--- src/rtl/audio_pkg.sv ---
// Shared audio constants and types for the I2S audio paths.
package audio_pkg;

    localparam int MCLK_PER_FRAME = 256;
    localparam int MCLK_PER_BIT   = 4;
    localparam int SLOTS_PER_HALF = 32;

    typedef logic signed [15:0] sample_t;

endpackage

--- src/rtl/audio_if.sv ---
// Pocket audio bundle: clocks and data lines between core and codec.
interface audio_if;

    logic mclk;
    logic lrck;
    logic dac;
    logic adc;

    // Receive side owns the clocking and parks the DAC line.
    modport rx (
        output mclk,
        output lrck,
        output dac,
        input  adc
    );

endinterface

--- src/rtl/audio_frame_timer.sv ---
// Frame timing shared by both audio directions: 8-bit frame counter,
// lrck, slot/phase decode and per-bit capture / end-of-half strobes.
module audio_frame_timer
    import audio_pkg::*;
#(
    parameter int WIDTH = 16
) (
    input  logic clk,
    input  logic rst_n,
    output logic lrck,
    output logic capture,
    output logic left_done,
    output logic right_done
);

    // Counter value of the cycle in which the last data bit of the left half is taken.
    localparam logic [7:0] LAST_BIT_CNT = 8'(MCLK_PER_BIT * WIDTH + MCLK_PER_BIT - 1);
    localparam logic [7:0] HALF_CNT     = 8'(MCLK_PER_FRAME / 2);

    logic [7:0] count_reg;
    logic [4:0] slot;
    logic [1:0] phase;

    // Free-running frame counter, wraps naturally at 256.
    always_ff @(posedge clk or negedge rst_n) begin
        if (!rst_n) begin
            count_reg <= 8'd0;
        end else begin
            count_reg <= count_reg + 8'd1;
        end
    end

    assign slot  = count_reg[6:2];
    assign phase = count_reg[1:0];

    // lrck is taken straight from the counter flop, so it is glitch-free.
    assign lrck = count_reg[7];

    // Capture on the last mclk of each data bit; slot 0 is the I2S delay bit.
    assign capture    = (phase == 2'(MCLK_PER_BIT - 1)) && (slot >= 5'd1) && (slot <= 5'(WIDTH));
    assign left_done  = (count_reg == LAST_BIT_CNT);
    assign right_done = (count_reg == HALF_CNT + LAST_BIT_CNT);

endmodule

--- src/rtl/audio_i2s_receiver.sv ---
// I2S receiver: drives mclk/lrck, deserialises the ADC line into a
// stereo pair and pulses sound_valid once per frame.
module audio_i2s_receiver
    import audio_pkg::*;
#(
    parameter int WIDTH       = 16,
    parameter int SYNC_STAGES = 2
) (
    input  logic                    clk_12_288_mhz,
    input  logic                    reset_n,
    audio_if.rx                     audio,
    output logic signed [WIDTH-1:0] sound_l,
    output logic signed [WIDTH-1:0] sound_r,
    output logic                    sound_valid
);

    logic                   lrck;
    logic                   capture;
    logic                   left_done;
    logic                   right_done;
    logic [SYNC_STAGES-1:0] sync_reg;
    logic                   adc_s;
    logic [WIDTH-1:0]       sr_reg;
    logic [WIDTH-1:0]       sr_next;
    logic [WIDTH-1:0]       left_reg;

    audio_frame_timer #(
        .WIDTH (WIDTH)
    ) u_timer (
        .clk        (clk_12_288_mhz),
        .rst_n      (reset_n),
        .lrck       (lrck),
        .capture    (capture),
        .left_done  (left_done),
        .right_done (right_done)
    );

    assign audio.mclk = clk_12_288_mhz;
    assign audio.lrck = lrck;
    assign audio.dac  = 1'b0;

    // ADC input synchroniser chain.
    always_ff @(posedge clk_12_288_mhz or negedge reset_n) begin
        if (!reset_n) begin
            sync_reg <= '0;
        end else begin
            for (int i = SYNC_STAGES - 1; i > 0; i--) begin
                sync_reg[i] <= sync_reg[i-1];
            end
            sync_reg[0] <= audio.adc;
        end
    end

    assign adc_s = sync_reg[SYNC_STAGES-1];

    // Shift value including the bit being captured this cycle; the holding
    // registers take it directly so the pair is complete when sound_valid rises.
    generate
        if (WIDTH > 1) begin : g_shift
            assign sr_next = {sr_reg[WIDTH-2:0], adc_s};
        end else begin : g_bit
            assign sr_next = adc_s;
        end
    endgenerate

    // MSB-first shift register, advanced once per data bit.
    always_ff @(posedge clk_12_288_mhz or negedge reset_n) begin
        if (!reset_n) begin
            sr_reg <= '0;
        end else if (capture) begin
            sr_reg <= sr_next;
        end
    end

    // Park the completed left word until the right word finishes.
    always_ff @(posedge clk_12_288_mhz or negedge reset_n) begin
        if (!reset_n) begin
            left_reg <= '0;
        end else if (left_done) begin
            left_reg <= sr_next;
        end
    end

    // Publish both channels together with a one-cycle valid pulse.
    always_ff @(posedge clk_12_288_mhz or negedge reset_n) begin
        if (!reset_n) begin
            sound_l     <= '0;
            sound_r     <= '0;
            sound_valid <= 1'b0;
        end else begin
            sound_valid <= right_done;
            if (right_done) begin
                sound_l <= left_reg;
                sound_r <= sr_next;
            end
        end
    end

endmodule

--- src/flat_wrapper.sv ---
// flat-port wrapper written by rule: the top's interface ports become plain ports
module audio_i2s_receiver_flat import audio_pkg::*;
#(
    parameter int WIDTH       = 16,
    parameter int SYNC_STAGES = 2
)
  (clk_12_288_mhz, reset_n, sound_l, sound_r, sound_valid, audio_mclk, audio_lrck, audio_dac, audio_adc);
  audio_if audio_i ();
  input  logic clk_12_288_mhz;
  input  logic reset_n;
  output logic signed [WIDTH-1:0] sound_l;
  output logic signed [WIDTH-1:0] sound_r;
  output logic sound_valid;
  output wire logic [$bits(audio_i.mclk)-1:0] audio_mclk;
  output wire logic [$bits(audio_i.lrck)-1:0] audio_lrck;
  output wire logic [$bits(audio_i.dac)-1:0] audio_dac;
  input wire logic [$bits(audio_i.adc)-1:0] audio_adc;
  assign audio_mclk = audio_i.mclk;
  assign audio_lrck = audio_i.lrck;
  assign audio_dac = audio_i.dac;
  assign audio_i.adc = audio_adc;
  audio_i2s_receiver #(.WIDTH(WIDTH), .SYNC_STAGES(SYNC_STAGES)) u_core (.clk_12_288_mhz(clk_12_288_mhz), .reset_n(reset_n), .audio(audio_i), .sound_l(sound_l), .sound_r(sound_r), .sound_valid(sound_valid));
endmodule
--- config.mk ---
export PLATFORM = sky130hd
export DESIGN_NAME = audio_i2s_receiver_flat
export DESIGN_NICKNAME = d
export VERILOG_FILES = /design/src/rtl/audio_pkg.sv /design/src/rtl/audio_if.sv /design/src/rtl/audio_frame_timer.sv /design/src/rtl/audio_i2s_receiver.sv /design/src/flat_wrapper.sv
export SDC_FILE = /design/constraint.sdc
export NUM_CORES = 1
export LEC_CHECK = 0
export BUFFER_PORTS_ARGS = -buffer_cell sky130_fd_sc_hd__buf_2
export CAP_MARGIN = 10
export CORE_ASPECT_RATIO = 0.8
export CORE_MARGIN = 4
export CORE_UTILIZATION = 40
export CTS_BUF_LIST = sky130_fd_sc_hd__clkbuf_2 sky130_fd_sc_hd__clkbuf_4 sky130_fd_sc_hd__clkbuf_8
export CTS_CLUSTER_DIAMETER = 200
export CTS_CLUSTER_SIZE = 12
export DETAILED_ROUTE_END_ITERATION = 7
export GPL_TIMING_DRIVEN = 0
export SKIP_LAST_GASP = 1
export SYNTH_ARGS = -nofsm -noshare
export SYNTH_HDL_FRONTEND = slang
export SYNTH_HIERARCHICAL = 1
export SYNTH_SLANG_ARGS = --single-unit
--- constraint.sdc ---
create_clock -name clk_12_288_mhz -period 2.3 [get_ports clk_12_288_mhz]
set_input_delay 0.23 -clock clk_12_288_mhz [delete_from_list [all_inputs] [get_ports clk_12_288_mhz]]
set_output_delay 0.23 -clock clk_12_288_mhz [all_outputs]
set_load 0.02 [all_outputs]
==> impl_results.html, run 1 <==
<table>
<tr><th>Metric</th><th>Value</th></tr>
<tr><th colspan="2">Hold path</th></tr>
<tr><td>Worst hold-check path type</td><td>in2async</td></tr>
<tr><th colspan="2">Global route</th></tr>
<tr><td>Wire length of the first global-routing pass</td><td>just over 8 mm</td></tr>
<tr><td>Aggregate global-route resource usage</td><td>between 10% and 20%</td></tr>
<tr><td>Via count of the first global-routing pass</td><td>around 1600</td></tr>
<tr><td>Pin count of the biggest net entering global routing</td><td>43</td></tr>
<tr><td>Initial antenna violation count</td><td>0</td></tr>
<tr><td>Aggregate global routing overflow</td><td>0</td></tr>
<tr><th colspan="2">Final layout</th></tr>
<tr><td>Most frequent cells in the layout</td><td>74 x sky130_fd_sc_hd__dfrtp_1, 50 x sky130_fd_sc_hd__mux2_4, 36 x sky130_fd_sc_hd__buf_2</td></tr>
<tr><td>Antenna diodes</td><td>0</td></tr>
<tr><td>Combined area of the multi-input logic cells</td><td>around 1000 sq um</td></tr>
<tr><td>Commonest non-fill, non-tap cell in the layout</td><td>sky130_fd_sc_hd__dfrtp_1</td></tr>
<tr><td>Number of cells in the finished layout apart from fillers</td><td>334</td></tr>
<tr><td>Number of nets in the finished design</td><td>about 230</td></tr>
<tr><td>Synth-to-layout area growth</td><td>21.6%</td></tr>
<tr><td>Fraction of layout cells with a size suffix above 1</td><td>a little under 60%</td></tr>
<tr><td>Total area of sequential cells</td><td>between 1500 and 2000 sq um</td></tr>
<tr><td>Count of fill cells added during filler insertion</td><td>between 600 and 700</td></tr>
<tr><th colspan="2">Worst setup path</th></tr>
<tr><td>Flop2flop setup slack</td><td>0.45 ns</td></tr>
<tr><td>Cell repeated most along the worst path</td><td>sky130_fd_sc_hd__clkbuf_8</td></tr>
<tr><td>Critical Path Slowest Stage Cell</td><td>sky130_fd_sc_hd__buf_2</td></tr>
<tr><td>Number of cells traversed by the worst register-to-register path</td><td>6</td></tr>
<tr><td>Worst setup EP type</td><td>output port</td></tr>
<tr><td>Data arrival time at the worst-slack endpoint</td><td>between 1.5 and 2 ns</td></tr>
<tr><td>Startpoint of the worst register-to-register path</td><td>u_core/u_timer/count_reg[3]</td></tr>
<tr><td>Nature of the critical path startpoint</td><td>clock port</td></tr>
<tr><td>Critical-path cell list</td><td>clkbuf_8 -&gt; clkbuf_8 -&gt; buf_4 -&gt; buf_2</td></tr>
<tr><td>Crit path kind</td><td>clk2out</td></tr>
<tr><td>Critical Path RT</td><td>2.07 ns</td></tr>
<tr><td>Destination of the worst register-to-register timing path</td><td>u_core/sound_r[15]</td></tr>
<tr><td>Biggest cell delay along the critical path</td><td>0.15 ns</td></tr>
<tr><td>Highest fanout seen on the critical path</td><td>2</td></tr>
<tr><th colspan="2">Die</th></tr>
<tr><td>Cell Rows</td><td>28</td></tr>
<tr><td>Overall die area</td><td>9090 sq um</td></tr>
<tr><td>Std-Cell Core Area</td><td>approximately 7400 sq um</td></tr>
<tr><td>Initial standard-cell utilization of the core</td><td>about two fifths</td></tr>
<tr><td>Number of primary I/O pins</td><td>39</td></tr>
<tr><td>Die Ht</td><td>86.1 um</td></tr>
<tr><td>Die outline width</td><td>106 um</td></tr>
<tr><th colspan="2">Timing</th></tr>
<tr><td>Min cycle time layout</td><td>1.87 ns</td></tr>
<tr><td>Post-Route Skew</td><td>between 0.008 and 0.009 ns</td></tr>
<tr><td>Setup-failing EPs final</td><td>0</td></tr>
<tr><td>Count of final max-slew check failures</td><td>0</td></tr>
<tr><td>Fraction of the cycle the final worst path needs</td><td>approximately four fifths</td></tr>
<tr><td>Final hold slack</td><td>0.271 ns</td></tr>
<tr><td>Unrepaired setup endpoints after global routing</td><td>no</td></tr>
<tr><td>Count of final hold-check violations</td><td>0</td></tr>
<tr><td>Highest clock frequency the design can meet</td><td>approximately 0.54 GHz</td></tr>
<tr><td>Final-layout setup total negative slack</td><td>0 ns</td></tr>
<tr><th colspan="2">Job</th></tr>
<tr><td>Max-capacitance violation count</td><td>0</td></tr>
<tr><th colspan="2">Power</th></tr>
<tr><td>P per Cell Area</td><td>760 nW/um^2</td></tr>
<tr><td>Leakage power summed over all cells</td><td>around 1.9 nW</td></tr>
<tr><td>Worst ir drop on vdd</td><td>around 0.54 mV</td></tr>
<tr><th colspan="2">Status</th></tr>
<tr><td>Outcome</td><td>finished clean</td></tr>
<tr><th colspan="2">Placement</th></tr>
<tr><td>Final Wtd Congestion</td><td>a little over 0.7</td></tr>
<tr><td>IO Port Bufs</td><td>37</td></tr>
<tr><td>Post-Place Cells</td><td>313</td></tr>
<tr><td>DP Wirelength</td><td>between 3 and 4 mm</td></tr>
<tr><th colspan="2">Routing</th></tr>
<tr><td>Post-DR wirelength/cell</td><td>roughly 15 um</td></tr>
<tr><td>DRC errors left</td><td>0</td></tr>
<tr><td>Drt via density</td><td>4.40</td></tr>
<tr><td>Number of DRC violations after detailed-routing iteration 0</td><td>43</td></tr>
<tr><td>Remaining antenna violation count after routing</td><td>0</td></tr>
<tr><td>1st-pass router iterations</td><td>4</td></tr>
<tr><td>Total vias in the final route</td><td>around 1500</td></tr>
<tr><td>Total wire length after detailed routing</td><td>between 4 and 5 mm</td></tr>
<tr><th colspan="2">Clocking</th></tr>
<tr><td>TritonCTS clock tree</td><td>done</td></tr>
<tr><td>Post-CTS clock slew at the launch and capture registers of the worst setup and hold paths</td><td>0.08 ns</td></tr>
<tr><td>Number of instances resized during post-cts repair</td><td>0</td></tr>
<tr><td>Later-pin clock latency in the skew report</td><td>0.44 ns</td></tr>
<tr><th colspan="2">Yosys</th></tr>
<tr><td>Count of warnings emitted by yosys</td><td>6</td></tr>
<tr><td>Number of unique standard cell types used by synthesis</td><td>18</td></tr>
<tr><td>Number of nets produced by synthesis</td><td>~170</td></tr>
<tr><td>Proportion of synthesized chip area in sequential cells</td><td>between 60% and 70%</td></tr>
<tr><td>Avg Cell Area, Syn</td><td>around 18 sq um</td></tr>
<tr><td>Number of instances in the synthesized netlist</td><td>170</td></tr>
<tr><td>Number of synthesized register bits</td><td>74</td></tr>
<tr><td>Fraction of synthesis flops using an asynchronous set or reset pin</td><td>100%</td></tr>
<tr><td>Number of synthesized flops with an enable pin</td><td>0</td></tr>
<tr><td>Post-Synthesis Cell Area</td><td>~3000 sq um</td></tr>
<tr><td>Synth Flop Type</td><td>sky130_fd_sc_hd__dfrtp_1</td></tr>
</table>
-- through the flow --
step / utilization [%] / total power [mW] / setup slack [ns] / area [sq um]
2_1_floorplan: - / 1.41 / 0.594 / 3050
3_3_place_gp: 45.5 / 1.46 / 0.458 / 3360
3_5_place_dp: 45.8 / 1.46 / 0.456 / 3390
4_1_cts: 50.1 / 2.88 / 0.423 / 3700
5_1_grt: 50.1 / 2.95 / 0.276 / 3700
6_report: 50.1 / 2.82 / 0.433 / 3700
-- worst max path at each step --
stage / startpoint / endpoint / slack (ns) / depth (start not counted)
6_report: clk_12_288_mhz / audio_mclk / 0.43 / 4
5_1_grt: u_core/u_timer/count_reg[2] / u_core/sound_r[3] / 0.28 / 6
4_1_cts: clk_12_288_mhz / audio_mclk / 0.42 / 4
3_5_place_dp: u_core/u_timer/count_reg[3] / u_core/sound_l[13] / 0.46 / 6
3_3_place_gp: u_core/u_timer/count_reg[2] / u_core/sound_r[0] / 0.46 / 6
2_1_floorplan: u_core/u_timer/count_reg[3] / u_core/sound_l[0] / 0.59 / 6
-- layout make-up --
cell class,instances,share of cell area (%)
Timing Repair Buffer,39,6.01
Sequential cell,74,50.0
Inverter,2,0.203
Multi-Input combinational cell,84,28.2
Tap cell,105,3.55
Clock inverter,4,2.63
Buffer,10,3.88
Clock buffer,16,5.54
-- where the power goes --
part	leakage, nW	internal, mW	switching (mW)
registers	0.990	1.31	0.0122
logic	0.720	0.0198	0.0291
clock network	0.157	0.936	0.507
-- worst max-delay path, delay by kind of cell --
family,cells,cell delay (ns)
buf+inv,4,0.49
-- cells in the mapped netlist, types with 2 or more instances --
cell                      number  area share (%)
sky130_fd_sc_hd__nor2_1        2            0.25
sky130_fd_sc_hd__inv_1         2            0.25
sky130_fd_sc_hd__dfrtp_1      74              61
sky130_fd_sc_hd__nand3_1       6            0.99
sky130_fd_sc_hd__buf_4         2            0.49
sky130_fd_sc_hd__xnor2_1       6             1.7
sky130_fd_sc_hd__buf_12        4             2.6
sky130_fd_sc_hd__mux2_2       13             4.8
sky130_fd_sc_hd__mux2_4       50              25
sky130_fd_sc_hd__buf_6         3             1.1
-- cells by family after synthesis --
group         share of synthesized area [%]
flops                                  60.8
mux                                    29.4
buf+inv                                4.97
simple gates                           2.30
xor+xnor                               2.01
fa+ha+maj                             0.410
other cells                           0.123
-- metal layers --
metal / part of all wire, % / vias up / global-route usage (%)
met2: 40 / 37 / 15.5
met1: 52 / 733 / 17.3
met4: 1.8 / 0 / 7.06
li1: - / 691 / -
met5: 0 / - / 0
met3: 5.9 / 10 / 5.64
-- what timing repair did --
| item | in CTS | in global routing |
|---|---|---|
| hold endpoints to repair | 33 | 0 |
| setup buffers | 0 | 0 |
| endpoints found under the setup margin | 0 | 0 |
| hold buffers | 2 | 0 |
Note: power is estimated with default switching activity, not from simulation.
==> inputs of run 2 (changes only) <==
--- a/config.mk
+++ b/config.mk
@@ -5,6 +5,7 @@
 export SDC_FILE = /design/constraint.sdc
 export NUM_CORES = 1
 export LEC_CHECK = 0
+export ABC_AREA = 1
 export BUFFER_PORTS_ARGS = -buffer_cell sky130_fd_sc_hd__buf_2
 export CAP_MARGIN = 10
 export CORE_ASPECT_RATIO = 0.8
==> constraint.sdc (replaced) <==
create_clock -name clk_12_288_mhz -period 1.7 [get_ports clk_12_288_mhz]
set_input_delay 0.17 -clock clk_12_288_mhz [delete_from_list [all_inputs] [get_ports clk_12_288_mhz]]
set_output_delay 0.17 -clock clk_12_288_mhz [all_outputs]
set_load 0.02 [all_outputs]
==> run 2 against run 1 <==
  * Sequential cell count did not move
  * Synthesized area rose by 0.25%
  * Non-clock buffer count rose by 5
  * Final cell count rose by 46%
  * Final area rose by 0.34%
  * Combinational power rose by 22%
  * Register-to-register slack got worse by 0.26 ns
  * Critical path depth rose by 4
  * Total power rose by 35%
  * Wire length rose by 18%
  * Largest power group unchanged
==> impl_results.html, run 2 <==
<table>
<tr><th>Metric</th><th>Value</th></tr>
<tr><th colspan="2">Routing</th></tr>
<tr><td>Total wire length after detailed routing</td><td>5.79 mm</td></tr>
<tr><td>DRC errors left</td><td>0</td></tr>
<tr><td>1st-pass router iterations</td><td>4</td></tr>
<tr><td>Post-DR wirelength/cell</td><td>around 12 um</td></tr>
<tr><td>Number of DRC violations after detailed-routing iteration 0</td><td>between 70 and 80</td></tr>
<tr><td>Total vias in the final route</td><td>2060</td></tr>
<tr><td>Drt via density</td><td>roughly 4.2</td></tr>
<tr><td>Remaining antenna violation count after routing</td><td>0</td></tr>
<tr><th colspan="2">Timing</th></tr>
<tr><td>Count of final max-slew check failures</td><td>0</td></tr>
<tr><td>Final-layout setup total negative slack</td><td>0 ns</td></tr>
<tr><td>Highest clock frequency the design can meet</td><td>approximately 0.66 GHz</td></tr>
<tr><td>Min cycle time layout</td><td>between 1.5 and 2 ns</td></tr>
<tr><td>Count of final hold-check violations</td><td>0</td></tr>
<tr><td>Setup ws final</td><td>between 0.15 and 0.2 ns</td></tr>
<tr><td>Setup-failing EPs final</td><td>0</td></tr>
<tr><td>Fraction of the cycle the final worst path needs</td><td>roughly nine tenths</td></tr>
<tr><td>Unrepaired setup endpoints after global routing</td><td>no</td></tr>
<tr><td>Post-Route Skew</td><td>roughly 0.0082 ns</td></tr>
<tr><th colspan="2">Yosys</th></tr>
<tr><td>Proportion of synthesized chip area in sequential cells</td><td>between 60% and 70%</td></tr>
<tr><td>Main area contributors after synthesis</td><td>sky130_fd_sc_hd__dfrtp_1 61%, sky130_fd_sc_hd__nand2_1 20%, sky130_fd_sc_hd__nand2_2 7.8%</td></tr>
<tr><td>Number of synthesized flops with an enable pin</td><td>0</td></tr>
<tr><td>Most frequent cell after synthesis</td><td>sky130_fd_sc_hd__nand2_1</td></tr>
<tr><td>Number of instances in the synthesized netlist</td><td>around 320</td></tr>
<tr><td>Number of nets produced by synthesis</td><td>approximately 330</td></tr>
<tr><td>Number of synthesized register bits</td><td>74</td></tr>
<tr><td>Most instantiated cells after synthesis</td><td>166 x sky130_fd_sc_hd__nand2_1, 74 x sky130_fd_sc_hd__dfrtp_1, 38 x sky130_fd_sc_hd__nand2_2, 9 x sky130_fd_sc_hd__buf_6, 7 x sky130_fd_sc_hd__nor2_1</td></tr>
<tr><td>Synth Flop Type</td><td>sky130_fd_sc_hd__dfrtp_1</td></tr>
<tr><td>Count of warnings emitted by yosys</td><td>6</td></tr>
<tr><td>Yosys top cell area share</td><td>60.6%</td></tr>
<tr><td>Avg Cell Area, Syn</td><td>roughly 9.5 sq um</td></tr>
<tr><td>Area leader, netlist</td><td>sky130_fd_sc_hd__dfrtp_1</td></tr>
<tr><td>Fraction of synthesis flops using an asynchronous set or reset pin</td><td>100%</td></tr>
<tr><td>Post-Synthesis Cell Area</td><td>3060 sq um</td></tr>
<tr><td>Number of unique standard cell types used by synthesis</td><td>19</td></tr>
<tr><th colspan="2">Placement</th></tr>
<tr><td>IO Port Bufs</td><td>37</td></tr>
<tr><td>DP Wirelength</td><td>approximately 3.8 mm</td></tr>
<tr><td>DP Area</td><td>between 3000 and 4000 sq um</td></tr>
<tr><td>Minimum setup slack after placement</td><td>0.0828 ns</td></tr>
<tr><td>Final Wtd Congestion</td><td>between 0.7 and 0.8</td></tr>
<tr><th colspan="2">Power</th></tr>
<tr><td>Worst ir drop on vdd</td><td>between 0.6 and 0.7 mV</td></tr>
<tr><td>Leakage power summed over all cells</td><td>2.09 nW</td></tr>
<tr><td>P per Cell Area</td><td>approximately 1000 nW/um^2</td></tr>
<tr><th colspan="2">Worst setup path</th></tr>
<tr><td>Nature of the critical path startpoint</td><td>flop</td></tr>
<tr><td>Critical-path cell list</td><td>ha_2 -&gt; inv_1 -&gt; nor3_1 -&gt; buf_6 -&gt; inv_6 -&gt; buf_12 -&gt; nand2_2 -&gt; nand2_1</td></tr>
<tr><td>Number of cells traversed by the worst register-to-register path</td><td>8</td></tr>
<tr><td>Data arrival time at the worst-slack endpoint</td><td>between 1.5 and 2 ns</td></tr>
<tr><td>Biggest cell delay along the critical path</td><td>around 0.38 ns</td></tr>
<tr><td>Critical Path RT</td><td>between 2 and 2.5 ns</td></tr>
<tr><td>Highest fanout seen on the critical path</td><td>10</td></tr>
<tr><td>Worst setup EP type</td><td>flop</td></tr>
<tr><td>Crit path kind</td><td>reg2reg</td></tr>
<tr><td>Critical Path Slowest Stage Cell</td><td>sky130_fd_sc_hd__dfrtp_1</td></tr>
<tr><th colspan="2">Die</th></tr>
<tr><td>Cell Rows</td><td>28</td></tr>
<tr><td>Die Ht</td><td>86.2 um</td></tr>
<tr><td>Std-Cell Core Area</td><td>between 7000 and 8000 sq um</td></tr>
<tr><td>Number of primary I/O pins</td><td>39</td></tr>
<tr><td>Initial standard-cell utilization of the core</td><td>about two fifths</td></tr>
<tr><td>Overall die area</td><td>around 9100 sq um</td></tr>
<tr><td>Die outline width</td><td>~110 um</td></tr>
<tr><th colspan="2">Final layout</th></tr>
<tr><td>Antenna diodes</td><td>0</td></tr>
<tr><td>Finished layout cell area</td><td>between 3000 and 4000 sq um</td></tr>
<tr><td>Final Util</td><td>between 50% and 60%</td></tr>
<tr><td>Most frequent cells in the layout</td><td>166 x sky130_fd_sc_hd__nand2_1, 74 x sky130_fd_sc_hd__dfrtp_1, 38 x sky130_fd_sc_hd__nand2_2</td></tr>
<tr><td>Number of nets in the finished design</td><td>380</td></tr>
<tr><td>Fraction of layout cells with a size suffix above 1</td><td>30.4%</td></tr>
<tr><td>Commonest non-fill, non-tap cell in the layout</td><td>sky130_fd_sc_hd__nand2_1</td></tr>
<tr><td>Count of fill cells added during filler insertion</td><td>720</td></tr>
<tr><td>Synth-to-layout area growth</td><td>21.7%</td></tr>
<tr><th colspan="2">Global route</th></tr>
<tr><td>Initial antenna violation count</td><td>0</td></tr>
<tr><td>Aggregate global routing overflow</td><td>0</td></tr>
<tr><td>Pin count of the biggest net entering global routing</td><td>45</td></tr>
<tr><td>Aggregate global-route resource usage</td><td>~15%</td></tr>
<tr><td>Via count of the first global-routing pass</td><td>~2100</td></tr>
<tr><td>Wire length of the first global-routing pass</td><td>~10 mm</td></tr>
<tr><th colspan="2">Clocking</th></tr>
<tr><td>Post-CTS clock slew at the launch and capture registers of the worst setup and hold paths</td><td>approximately 0.080 ns</td></tr>
<tr><td>Post-CTS setup buffer count</td><td>0</td></tr>
<tr><td>Later-pin clock latency in the skew report</td><td>between 0.4 and 0.5 ns</td></tr>
<tr><td>TritonCTS clock tree</td><td>done</td></tr>
<tr><th colspan="2">Hold path</th></tr>
<tr><td>Worst hold-check path type</td><td>in2async</td></tr>
<tr><th colspan="2">Job</th></tr>
<tr><td>Max-capacitance violation count</td><td>0</td></tr>
<tr><th colspan="2">Status</th></tr>
<tr><td>Outcome</td><td>finished clean</td></tr>
</table>
run 2: cell types whose count changed after synthesis, sizes merged:
cell and delta:
a21oi +1, and2 -1, and3 -2, buf +5, inv +6, mux2 -63, nand2 +204, nand3 -2
nor2 +5, nor3 +2, nor4 -1, o21ai +2, xnor2 -4
run 2: stage by stage:
stage | hold slack [ns] | total power [mW] | std cells
after floorplan | -0.126 | 1.90 | 322
after global placement | 0.279 | 1.97 | 464
after detailed placement | 0.135 | 1.97 | 465
after CTS | 0.181 | 3.87 | 486
after global routing | 0.211 | 3.98 | 486
final | 0.189 | 3.80 | 486
run 2: cells by family (layout without fill, tap and decap cells):
| logic type | Yosys count | in the layout | synth area share [%] |
|---|---|---|---|
| AOI/OAI and AO/OA | 3 | 3 | 0.491 |
| xor gates and xnor gates | 3 | 3 | 0.860 |
| DFF | 74 | 74 | 60.6 |
| buffers and inverters | 23 | 82 | 7.49 |
| and+or+nand+nor | 217 | 217 | 30.0 |
| adders and majority gates | 1 | 1 | 0.409 |
| other | 1 | 1 | 0.123 |
run 2: power breakdown:
| group | internal (mW) | switching [mW] |
|---|---|---|
| clock | 1.24 | 0.702 |
| combinational | 0.0171 | 0.0426 |
| sequential | 1.78 | 0.0181 |
run 2: metal layers:
metal / part of all wire [%] / routed length, um / global-route usage (%)
met5: 0 / 0 / 0
met1: 52 / 3040 / 20.2
met4: 2.0 / 117 / 8.12
met3: 5.6 / 324 / 6.70
met2: 40 / 2320 / 19.7
run 2: timing repair:
item / CTS / global route
resized for setup: 0 / 3
endpoints found under the hold margin: 31 / 0
hold buffers: 2 / 0
setup endpoints to repair: 0 / 30
run 2: worst max-delay path, delay by kind of cell (launching register included):
| family | cells | cell delay (ns) |
|---|---|---|
| buffers and inverters | 4 | 0.45 |
| and+or+nand+nor | 3 | 0.32 |
| DFF | 1 | 0.38 |
| adders and majority gates | 1 | 0.24 |
run 2: worst paths after layout:
| path | slack (ns) | startpoint | endpoint |
|---|---|---|---|
| setup / recovery | 0.19 | u_core/u_timer/count_reg[0] | u_core/left_reg[5] |
| hold / removal | 0.19 | reset_n | u_core/sound_l[12] |
| setup reg to reg | 0.19 | u_core/u_timer/count_reg[0] | u_core/left_reg[5] |
| hold reg to reg | 0.35 | u_core/sync_reg[0] | u_core/sync_reg[1] |
| max in group asynchronous | 0.95 | reset_n | u_core/u_timer/count_reg[4] |
| min in group clk_12_288_mhz | 0.35 | audio_adc | u_core/sync_reg[0] |
run 2: area by class of cell:
cell class / count / area, sq um / area share, %
flip-flops and latches: 74 / 1850 / 49.8
multi-input cells: 225 / 985 / 26.5
repair buffers: 39 / 223 / 5.99
clock buffers: 15 / 198 / 5.32
plain buffers: 15 / 184 / 4.95
well taps: 105 / 131 / 3.53
clock inverters: 5 / 100 / 2.69
inverters: 8 / 45.0 / 1.21
==> inputs of run 3 (changes only) <==
--- a/config.mk
+++ b/config.mk
@@ -16,6 +16,7 @@
 export CTS_CLUSTER_SIZE = 12
 export DETAILED_ROUTE_END_ITERATION = 7
 export GPL_TIMING_DRIVEN = 0
+export SETUP_SLACK_MARGIN = 0.2
 export SKIP_LAST_GASP = 1
 export SYNTH_ARGS = -nofsm -noshare
 export SYNTH_HDL_FRONTEND = slang
==> run 3 against run 2 <==
  * Final area rose by 4.4%
  * Sequential share of layout area down 2.0 points
  * Worst setup slack better by 0.041 ns
==> impl_results.html, run 3 (same netlist as run 2, synthesis figures left out) <==
<table>
<tr><th>Metric</th><th>Value</th></tr>
<tr><th colspan="2">Status</th></tr>
<tr><td>Outcome</td><td>finished clean</td></tr>
<tr><th colspan="2">Worst setup path</th></tr>
<tr><td>Critical-path cell list</td><td>clkbuf_8 -&gt; clkbuf_8 -&gt; buf_6 -&gt; buf_6</td></tr>
<tr><td>Critical Path Slowest Stage Cell</td><td>sky130_fd_sc_hd__clkbuf_8</td></tr>
<tr><td>Highest fanout seen on the critical path</td><td>2</td></tr>
<tr><td>Worst setup EP type</td><td>output port</td></tr>
<tr><td>Flop2flop setup slack</td><td>between 0.2 and 0.3 ns</td></tr>
<tr><td>Crit path kind</td><td>clk2out</td></tr>
<tr><td>Data arrival time at the worst-slack endpoint</td><td>roughly 1.3 ns</td></tr>
<tr><td>Biggest cell delay along the critical path</td><td>approximately 0.12 ns</td></tr>
<tr><td>Critical Path RT</td><td>roughly 1.5 ns</td></tr>
<tr><td>Nature of the critical path startpoint</td><td>clock port</td></tr>
<tr><td>Destination of the worst register-to-register timing path</td><td>u_core/left_reg[14]</td></tr>
<tr><td>Number of cells traversed by the worst register-to-register path</td><td>8</td></tr>
<tr><td>Startpoint of the worst register-to-register path</td><td>u_core/u_timer/count_reg[1]</td></tr>
<tr><th colspan="2">Routing</th></tr>
<tr><td>Total vias in the final route</td><td>~2100</td></tr>
<tr><td>1st-pass router iterations</td><td>4</td></tr>
<tr><td>Post-DR wirelength/cell</td><td>12.1 um</td></tr>
<tr><td>Total wire length after detailed routing</td><td>roughly 6 mm</td></tr>
<tr><td>Drt via density</td><td>about 4.3</td></tr>
<tr><td>Remaining antenna violation count after routing</td><td>0</td></tr>
<tr><td>DRC errors left</td><td>0</td></tr>
<tr><td>Number of DRC violations after detailed-routing iteration 0</td><td>73</td></tr>
<tr><th colspan="2">Placement</th></tr>
<tr><td>DP Area</td><td>3390 sq um</td></tr>
<tr><td>IO Port Bufs</td><td>37</td></tr>
<tr><td>DP Wirelength</td><td>~3.8 mm</td></tr>
<tr><td>Post-Place Cells</td><td>465</td></tr>
<tr><td>Final Wtd Congestion</td><td>0.770</td></tr>
<tr><th colspan="2">Global route</th></tr>
<tr><td>Via count of the first global-routing pass</td><td>approximately 2100</td></tr>
<tr><td>Aggregate global routing overflow</td><td>0</td></tr>
<tr><td>Aggregate global-route resource usage</td><td>roughly 15%</td></tr>
<tr><td>Wire length of the first global-routing pass</td><td>roughly 10 mm</td></tr>
<tr><td>Pin count of the biggest net entering global routing</td><td>45</td></tr>
<tr><td>Initial antenna violation count</td><td>0</td></tr>
<tr><th colspan="2">Final layout</th></tr>
<tr><td>Finished layout cell area</td><td>3880 sq um</td></tr>
<tr><td>Number of nets in the finished design</td><td>390</td></tr>
<tr><td>Most frequent cells in the layout</td><td>164 x sky130_fd_sc_hd__nand2_1, 72 x sky130_fd_sc_hd__dfrtp_1, 40 x sky130_fd_sc_hd__nand2_2</td></tr>
<tr><td>Final Util</td><td>between 50 and 60%</td></tr>
<tr><td>Antenna diodes</td><td>0</td></tr>
<tr><td>Combined area of the multi-input logic cells</td><td>1020 sq um</td></tr>
<tr><td>Synth-to-layout area growth</td><td>27.0%</td></tr>
<tr><td>Fraction of layout cells with a size suffix above 1</td><td>between 30% and 40%</td></tr>
<tr><td>Count of fill cells added during filler insertion</td><td>between 600 and 700</td></tr>
<tr><td>Commonest non-fill, non-tap cell in the layout</td><td>sky130_fd_sc_hd__nand2_1</td></tr>
<tr><td>Number of cells in the finished layout apart from fillers</td><td>496</td></tr>
<tr><td>Total area of sequential cells</td><td>1850 sq um</td></tr>
<tr><th colspan="2">Job</th></tr>
<tr><td>Max-capacitance violation count</td><td>0</td></tr>
<tr><th colspan="2">Die</th></tr>
<tr><td>Initial standard-cell utilization of the core</td><td>41.1%</td></tr>
<tr><td>Cell Rows</td><td>28</td></tr>
<tr><td>Std-Cell Core Area</td><td>between 7000 and 8000 sq um</td></tr>
<tr><td>Number of primary I/O pins</td><td>39</td></tr>
<tr><td>Die Ht</td><td>about 86 um</td></tr>
<tr><td>Die outline width</td><td>about 110 um</td></tr>
<tr><td>Overall die area</td><td>between 9000 and 10000 sq um</td></tr>
<tr><th colspan="2">Clocking</th></tr>
<tr><td>TritonCTS clock tree</td><td>done</td></tr>
<tr><td>Post-CTS clock slew at the launch and capture registers of the worst setup and hold paths</td><td>0.08 ns</td></tr>
<tr><td>Later-pin clock latency in the skew report</td><td>between 0.4 and 0.5 ns</td></tr>
<tr><th colspan="2">Timing</th></tr>
<tr><td>Final-layout setup total negative slack</td><td>0 ns</td></tr>
<tr><td>Post-Route Skew</td><td>between 0.01 and 0.015 ns</td></tr>
<tr><td>Count of final max-slew check failures</td><td>0</td></tr>
<tr><td>Setup-failing EPs final</td><td>0</td></tr>
<tr><td>Count of final hold-check violations</td><td>0</td></tr>
<tr><td>Unrepaired setup endpoints after global routing</td><td>yes</td></tr>
<tr><th colspan="2">Power</th></tr>
<tr><td>Pwr Total</td><td>slightly below 4 mW</td></tr>
<tr><td>Leakage power summed over all cells</td><td>about 2.2 nW</td></tr>
<tr><td>Worst ir drop on vdd</td><td>0.784 mV</td></tr>
<tr><td>P per Cell Area</td><td>between 900 and 1000 nW/um^2</td></tr>
<tr><th colspan="2">Hold path</th></tr>
<tr><td>Worst hold-check path type</td><td>in2async</td></tr>
</table>
==> run 3: cell types whose count changed in the layout (fill, tap and decap cells not counted), sizes merged <==
cell,change
buf,+8
clkbuf,+2
==> run 3: timing repair <==
item	CTS	global route
gates cloned	0	2
endpoints found under the hold margin	31	0
hold buffers	2	0
setup endpoints to repair	42	44
gates resized for setup	7	11
pin swaps	0	4
buffers inserted	1	7
==> run 3: routing by layer <==
metal | vias to the layer above | track usage, % | part of all wire (%)
met1 | 949 | 20.3 | 51
met2 | 46 | 20.0 | 41
li1 | 1107 | - | -
met5 | - | 0 | 0
met3 | 10 | 6.78 | 5.6
met4 | 0 | 8.12 | 1.9
==> run 3: cell type report <==
cell class              count  share of cell area, %
multi-input cells         225                   26.2
plain buffers              15                   4.93
well taps                 105                   3.39
inverters                   8                   1.23
flip-flops and latches     74                   47.8
repair buffers             49                   8.58
clock buffers              15                   5.26
clock inverters             5                   2.58
==> run 3: worst max-delay path by stage <==
stage	from	end	slack [ns]	depth (start not counted)
after global placement	reset_n	u_core/u_timer/count_reg[0]	0.0003	1
after detailed placement	u_core/u_timer/count_reg[0]	u_core/sound_l[10]	0.08	8
after global routing	u_core/u_timer/count_reg[1]	u_core/sound_r[13]	0.18	8
final	clk_12_288_mhz	audio_mclk	0.23	4
after floorplan	u_core/u_timer/count_reg[0]	u_core/sound_l[0]	0.27	8
after CTS	clk_12_288_mhz	audio_mclk	0.20	4
==> run 3: power breakdown <==
part / switching [mW] / total (mW) / internal (mW)
Combinational: 0.0425 / 0.0596 / 0.0171
Clock: 0.718 / 2.01 / 1.29
Sequential: 0.0180 / 1.79 / 1.77
Total: 0.779 / 3.86 / 3.08
==> run 3: worst max-delay path: cells and delay by family <==
family / cells / cell delay (ns)
buffers and inverters: 4 / 0.45
==> run 3: through the flow <==
step / setup slack (ns) / hold slack [ns]
2_1_floorplan: 0.266 / -0.126
3_3_place_gp: 0.000299 / 0.279
3_5_place_dp: 0.0828 / 0.135
4_1_cts: 0.203 / 0.181
5_1_grt: 0.184 / 0.209
6_report: 0.229 / 0.185
